File: config.mk
export PLATFORM = sky130hd
export DESIGN_NAME = jesd204b_dll_tx
export DESIGN_NICKNAME = d
export VERILOG_FILES = /design/src/rtl/jesd204b_pkg.sv /design/src/rtl/jesd204b_scrambler.sv /design/src/rtl/jesd204b_dll_tx.sv
export SDC_FILE = /design/constraint.sdc
export NUM_CORES = 1
export LEC_CHECK = 0
export ABC_AREA = 1
export CAP_MARGIN = 10
export CORE_MARGIN = 2
export CORE_UTILIZATION = 40
export CTS_BUF_LIST = sky130_fd_sc_hd__clkbuf_2
export DETAILED_ROUTE_END_ITERATION = 6
export HOLD_SLACK_MARGIN = 0.12
export PLACE_DENSITY = 0.78
export SLEW_MARGIN = 5
export SYNTH_ARGS = -nofsm -noshare
export SYNTH_HDL_FRONTEND = slang
export SYNTH_SLANG_ARGS = --single-unit
File: constraint.sdc
create_clock -name clk -period 6.72 [get_ports clk]
set_clock_uncertainty 0.15 [all_clocks]
set_input_delay 1.344 -clock clk [delete_from_list [all_inputs] [get_ports clk]]
set_output_delay 1.344 -clock clk [all_outputs]
set_load 0.01 [all_outputs]
File: src/rtl/jesd204b_pkg.sv
// rtl/jesd204b_pkg.sv - JESD204B DLL shared constants, state encoding and helpers
package jesd204b_pkg;

   localparam logic [7:0] K28_5 = 8'hBC;   // /K/ code group synchronisation
   localparam logic [7:0] K28_0 = 8'h1C;   // /R/ multiframe start in ILAS
   localparam logic [7:0] K28_3 = 8'h7C;   // /A/ multiframe end
   localparam logic [7:0] K28_4 = 8'h9C;   // /Q/ marks the config multiframe
   localparam logic [7:0] K28_7 = 8'hFC;   // /F/ frame end

   localparam int ILAS_MF_COUNT = 4;
   localparam int CFG_LEN       = 14;

   localparam logic [14:0] SCR_SEED = 15'h7F80;

   typedef enum logic [1:0] {
      ST_CGS  = 2'd0,
      ST_ILAS = 2'd1,
      ST_DATA = 2'd2
   } dll_state_t;

   // Config octet idx (0..13); octet 0 sits in the top byte of the vector
   function automatic logic [7:0] cfg_octet(input logic [8*CFG_LEN-1:0] cfg, input int idx);
      return cfg[8*(CFG_LEN-1-idx) +: 8];
   endfunction

endpackage

File: src/rtl/jesd204b_scrambler.sv
// rtl/jesd204b_scrambler.sv - combinational 1+x^14+x^15 self-synchronous scrambler, one frame per call
module jesd204b_scrambler
   import jesd204b_pkg::*;
#(
   parameter int OCTETS = 4
) (
   input  logic [8*OCTETS-1:0] data_in,
   input  logic [14:0]         state_in,
   input  logic                load,
   output logic [8*OCTETS-1:0] data_out,
   output logic [14:0]         state_out
);

   logic [14:0] st;
   logic        sbit;

   // Walk bus MSB first (octet 0 first); st[0] is the newest scrambled bit, st[14] the oldest
   always_comb begin
      st       = load ? SCR_SEED : state_in;
      sbit     = 1'b0;
      data_out = '0;
      for (int b = 8*OCTETS-1; b >= 0; b--) begin
         sbit        = data_in[b] ^ st[13] ^ st[14];
         data_out[b] = sbit;
         st          = {st[13:0], sbit};
      end
      state_out = st;
   end

endmodule

File: src/rtl/jesd204b_dll_tx.sv
// rtl/jesd204b_dll_tx.sv - per-lane JESD204B TX data link layer (CGS/ILAS/DATA); option macro JESD204B_DLL_SCRAMBLE_EN
module jesd204b_dll_tx
   import jesd204b_pkg::*;
#(
   parameter int OCTETS        = 4,
   parameter int FRAMES_PER_MF = 32
) (
   input  logic                clk,
   input  logic                rst,
   input  logic                sync_n,
   input  logic [8*OCTETS-1:0] tx_datain,
   input  logic [111:0]        cfg_octets,
   output logic                tx_ready,
   output logic [8*OCTETS-1:0] tx_dataout,
   output logic [OCTETS-1:0]   tx_charisk,
   output logic                lmfc_edge
);

   localparam int              W      = 8*OCTETS;
   localparam int              FCW    = (FRAMES_PER_MF > 1) ? $clog2(FRAMES_PER_MF) : 1;
   localparam logic [FCW-1:0]  FC_LAST = FCW'(FRAMES_PER_MF-1);
   localparam logic [31:0]     P_LAST  = 32'(OCTETS*FRAMES_PER_MF-1);
   localparam logic [1:0]      MF_LAST = 2'(ILAS_MF_COUNT-1);

   dll_state_t     state;
   logic [FCW-1:0] frame_cnt;
   logic [1:0]     mf_cnt;
   logic           prev_valid;

   logic [W-1:0]      ilas_word;
   logic [OCTETS-1:0] ilas_k;
   logic [W-1:0]      data_word;
   logic [OCTETS-1:0] data_k;

   // ILAS octet generator: /R/ at p=0, /A/ at last p, /Q/+config in mf 1, ramp elsewhere
   always_comb begin
      logic [31:0] p;
      logic [7:0]  oct;
      logic        kf;
      ilas_word = '0;
      ilas_k    = '0;
      for (int i = 0; i < OCTETS; i++) begin
         p   = 32'(frame_cnt) * 32'(OCTETS) + 32'(i);
         oct = p[7:0];
         kf  = 1'b0;
         if (p == 32'd0) begin
            oct = K28_0;
            kf  = 1'b1;
         end else if (p == P_LAST) begin
            oct = K28_3;
            kf  = 1'b1;
         end else if (mf_cnt == 2'd1 && p == 32'd1) begin
            oct = K28_4;
            kf  = 1'b1;
         end else if (mf_cnt == 2'd1 && p >= 32'd2 && p <= 32'(CFG_LEN+1)) begin
            oct = cfg_octet(cfg_octets, int'(p) - 2);
         end
         ilas_word[W-1-8*i -: 8] = oct;
         ilas_k[OCTETS-1-i]      = kf;
      end
   end

`ifdef JESD204B_DLL_SCRAMBLE_EN
   logic [14:0] scr_state;
   logic [14:0] scr_next;
   logic [W-1:0] scr_data;

   // Scrambler state reloads from the seed on the first DATA frame (prev_valid still low)
   jesd204b_scrambler #(.OCTETS(OCTETS)) u_scrambler (
      .data_in   (tx_datain),
      .state_in  (scr_state),
      .load      (!prev_valid),
      .data_out  (scr_data),
      .state_out (scr_next)
   );

   // Replacement decided on the scrambled last octet; value stays, only the K flag is raised
   always_comb begin
      data_word = scr_data;
      data_k    = '0;
      if ((scr_data[7:0] == K28_3 && frame_cnt == FC_LAST) || scr_data[7:0] == K28_7)
         data_k[0] = 1'b1;
   end
`else
   logic [7:0] prev_last;

   // Replacement of the frame-end octet when it repeats the previous frame's last octet
   always_comb begin
      data_word = tx_datain;
      data_k    = '0;
      if (prev_valid && tx_datain[7:0] == prev_last) begin
         data_word[7:0] = (frame_cnt == FC_LAST) ? K28_3 : K28_7;
         data_k[0]      = 1'b1;
      end
   end
`endif

   // Link state machine, LMFC counter and registered lane outputs
   always_ff @(posedge clk) begin
      if (rst) begin
         state      <= ST_CGS;
         frame_cnt  <= '0;
         mf_cnt     <= '0;
         prev_valid <= 1'b0;
         tx_ready   <= 1'b0;
         tx_dataout <= '0;
         tx_charisk <= '0;
         lmfc_edge  <= 1'b0;
`ifdef JESD204B_DLL_SCRAMBLE_EN
         scr_state  <= SCR_SEED;
`else
         prev_last  <= '0;
`endif
      end else begin
         frame_cnt <= (frame_cnt == FC_LAST) ? '0 : frame_cnt + FCW'(1);
         lmfc_edge <= (frame_cnt == FC_LAST);
         case (state)
            ST_CGS: begin
               tx_dataout <= {OCTETS{K28_5}};
               tx_charisk <= '1;
               tx_ready   <= 1'b0;
               prev_valid <= 1'b0;
               if (sync_n && frame_cnt == FC_LAST) begin
                  state  <= ST_ILAS;
                  mf_cnt <= '0;
               end
            end
            ST_ILAS: begin
               prev_valid <= 1'b0;
               if (!sync_n) begin
                  state      <= ST_CGS;
                  tx_dataout <= {OCTETS{K28_5}};
                  tx_charisk <= '1;
                  tx_ready   <= 1'b0;
               end else begin
                  tx_dataout <= ilas_word;
                  tx_charisk <= ilas_k;
                  if (frame_cnt == FC_LAST) begin
                     mf_cnt <= mf_cnt + 2'd1;
                     if (mf_cnt == MF_LAST) begin
                        state    <= ST_DATA;
                        tx_ready <= 1'b1;
                     end
                  end
               end
            end
            ST_DATA: begin
               if (!sync_n) begin
                  state      <= ST_CGS;
                  tx_dataout <= {OCTETS{K28_5}};
                  tx_charisk <= '1;
                  tx_ready   <= 1'b0;
                  prev_valid <= 1'b0;
               end else begin
                  tx_dataout <= data_word;
                  tx_charisk <= data_k;
                  tx_ready   <= 1'b1;
                  prev_valid <= 1'b1;
`ifdef JESD204B_DLL_SCRAMBLE_EN
                  scr_state  <= scr_next;
`else
                  prev_last  <= tx_datain[7:0];
`endif
               end
            end
            default: begin
               state      <= ST_CGS;
               tx_ready   <= 1'b0;
               prev_valid <= 1'b0;
            end
         endcase
      end
   end

endmodule
==> flow_metrics.py <==
metrics = {
    "outcome": {
        "status": "complete, no violations",
    },
    "floorplan": {
        "ioPinCount": 185,
        "fp.dieH_microns": 103,
        "dieArea_sq_mm": 0.0107,
        "rows": 36,
        "start_util_pct": 40.8,
        "core_area_sq_mm": 0.00968,
        "die_x_microns": 103,
    },
    "cells_and_area": {
        "final_common_cell": "clkdlybuf4s50_1",
        "fin_cells": 928,
        "area_growth_syn_to_layout_pct": 46.7,
        "drive_above_1_share_pct": 4.65,
        "fill_cells": 920,
        "diodes": 0,
        "nNetsFinal": 953,
        "layout_common_cells": "clkdlybuf4s50_1, nand2_1, a21oi_1, nor2_1, o21ai_0",
        "postLayoutCoreUtil_pct": 59.9,
    },
    "worst_setup_path": {
        "crit_fanout": 60,
        "start_kind": "flop",
        "crit_path_end_kind": "flop",
        "crit_type": "flop to flop",
        "crit_buf_inv": 3,
        "path_cells": "inv_2 > ha_1 > inv_2 > nand2_1 > nand3_2 > clkinv_1 > nand2_1 > nand2_2 > nand2_2 > nor2_2 > nand2_1 > nand2_1 > nand2_1 > a21oi_1",
        "cpLargestDelayFamily": "flip-flops",
        "cp_slowest_stage_delay_ns": 1.07,
        "crit_slowest_cell": "dfxtp_2",
        "critPathRequiredTime_ns": 6.95,
        "cp_common_cell": "nand2_1",
        "arrival_ns": 4.38,
    },
    "route": {
        "first_pass_iters": 5,
        "ant_nets": 0,
        "drt_iter0_markers": 225,
        "avgViaCountPerCell": 5.28,
        "avgRoutedWirePerCell_microns": 15.7,
        "drc": 0,
        "vias": 4898,
        "wl_microns": 14600,
    },
    "global_route": {
        "grt.busiest_layer": "met2",
        "grt_antenna_before_repair": 0,
        "grt_use_met1_pct": 32.4,
        "grt_util_met2_pct": 47.7,
        "grt_util_all_layers_pct": 26.9,
        "grt_pass1_vias": 4743,
        "grt_max_degree": 61,
        "grt_pass1_wl_microns": 22600,
        "grtUsageMet3_pct": 4.97,
        "grt_remaining_overflow": 0,
    },
    "synthesis": {
        "netlist-cell-type-count": 36,
        "synth_edf_count": 0,
        "synthesis.instances": 639,
        "synthTopCellsByArea": "dfxtp_1, nand2_1, a21oi_1",
        "netlist_area_sq_mm": 0.00395,
        "yosys_most_used_dff": "dfxtp_1",
        "yosys.area.top_type": "dfxtp_1",
        "async_reset_ff_share_pct": 0,
        "yosysWarnings": 0,
        "syn_avg_cell_area_sq_um": 6.18,
        "netlist.area_leader.share_pct": 28.4,
        "ys_seq_area_share_pct": 28.4,
        "syn_nets": 798,
        "ys_ff_latch": 56,
    },
    "clock_network": {
        "max-clock-path-buffers": 2,
        "cts_sinks": 56,
        "cts_setup_buffers": 0,
        "cts_resized": 0,
        "cts_max_level": 2,
        "ctsHoldBuffers": 0,
        "cts_root_buffer": "clkbuf_2",
        "tritoncts": "yes",
        "cts_made_buffers": 5,
        "clk_latency_ns": 0.44,
        "clkTransAtPathRegs_ns": 0.28,
    },
    "timing": {
        "rsz0062_at_grt": "false",
        "slew_violations": 0,
        "setup_viol": 0,
        "fin_setup_tns_ns": 0,
        "clock.fmax_ghz": 0.241,
        "finalCriticalPeriod_ns": 4.15,
        "max_slew_margin_pct": 32.0,
        "tightestPinTransition_ns": 1.02,
        "fin_crit_sh_pct": 61.7,
        "hold_viol": 0,
    },
    "place": {
        "dpl.hpwl_microns": 11500,
        "dpl.cell_count": 920,
        "gp_congestion": 0.957,
        "port_buffers": 184,
    },
    "pwr": {
        "leakage_uw": 0.00230,
        "power_density_mw_per_mm2": 130,
        "power_uw": 752,
        "peakVddDrop_v": 0.0000886,
    },
    "flow_run": {
        "drv_cap": 0,
    },
    "min_path": {
        "hp-class": "flop to flop",
    },
}
## through the flow
| stage | hold slack (ns) | cell area (sq um) | setup WS [ns] |
|---|---|---|---|
| final | 0.336 | 5800 | 2.57 |
| after global routing | 0.348 | 5800 | 2.26 |
| after CTS | 0.336 | 5800 | 2.63 |
| after detailed placement | 0.307 | 5760 | 2.69 |
| after global placement | 0.304 | 5760 | 2.88 |
| after floorplan | 0.294 | 3950 | 4.30 |
## power by group
part | internal (uW) | leakage [uW] | switching, uW
sequential | 345 | 0.000461 | 19.2
combinational | 136 | 0.00181 | 125
clock | 23.4 | 0.0000302 | 104
## flip-flops by register name (all words and copies together), names as in the netlist
name and cells:
tx_ready 1, lmfc_edge 1, state 2, prev_last 8
prev_valid 1, tx_dataout 32, mf_cnt 2, frame_cnt 5
tx_charisk 4
## tightest hold or removal path, cell delays in order (launching register included)
cell and delay, ns:
dfxtp_1 0.38, nand2_1 0.06, a21oi_1 0.06
## cell type report
cell class	instances	area [sq um]	area share (%)
inverter	53	201	3.48
sequential	56	1120	19.4
multi-input combinational	494	2430	41.9
tap	133	166	2.87
clock buffer	5	25.0	0.432
timing repair buffer	184	1840	31.8
clock inverter	3	13.8	0.237
## per-layer routing
| metal | vias up | wire, microns |
|---|---|---|
| li1 | 2431 | - |
| met5 | - | 0 |
| met3 | 39 | 803 |
| met1 | 2245 | 6200 |
| met2 | 183 | 7120 |
| met4 | 0 | 454 |
## final timing paths
| kind | from | depth (start not counted) | slack, ns | endpoint |
|---|---|---|---|---|
| setup / recovery | frame_cnt[0] | 14 | 2.57 | tx_dataout[31] |
| hold / removal | tx_dataout[14] | 2 | 0.34 | tx_dataout[14] |
| hold reg to reg | tx_dataout[14] | 2 | 0.34 | tx_dataout[14] |
| setup reg to reg | frame_cnt[0] | 14 | 2.57 | tx_dataout[31] |
## cell usage after synthesis (3+ instances only)
| cell | count |
|---|---|
| ha_1 | 12 |
| nand2_1 | 147 |
| nor3_1 | 10 |
| nand3_2 | 3 |
| a21oi_2 | 4 |
| o22ai_1 | 17 |
| o21ai_0 | 67 |
| dfxtp_1 | 56 |
| o21ai_1 | 11 |
| nor2_1 | 75 |
| nand2_2 | 4 |
| clkbuf_1 | 14 |
| buf_6 | 4 |
| inv_2 | 6 |
| nor2_4 | 3 |
| nand4_1 | 4 |
| xor2_1 | 3 |
| inv_1 | 45 |
| nand3_1 | 40 |
| buf_4 | 6 |
| buf_2 | 11 |
| a21oi_1 | 79 |
## kinds of logic after synthesis
| group | count (synthesis) | synth area share [%] |
|---|---|---|
| AOI/OAI and AO/OA | 187 | 25.6 |
| buffers and inverters | 89 | 10.2 |
| and+or+nand+nor | 291 | 31.2 |
| DFF | 56 | 28.4 |
| xor gates and xnor gates | 4 | 0.887 |
| adders and majority gates | 12 | 3.80 |
Note: power is estimated with default switching activity, not from simulation.
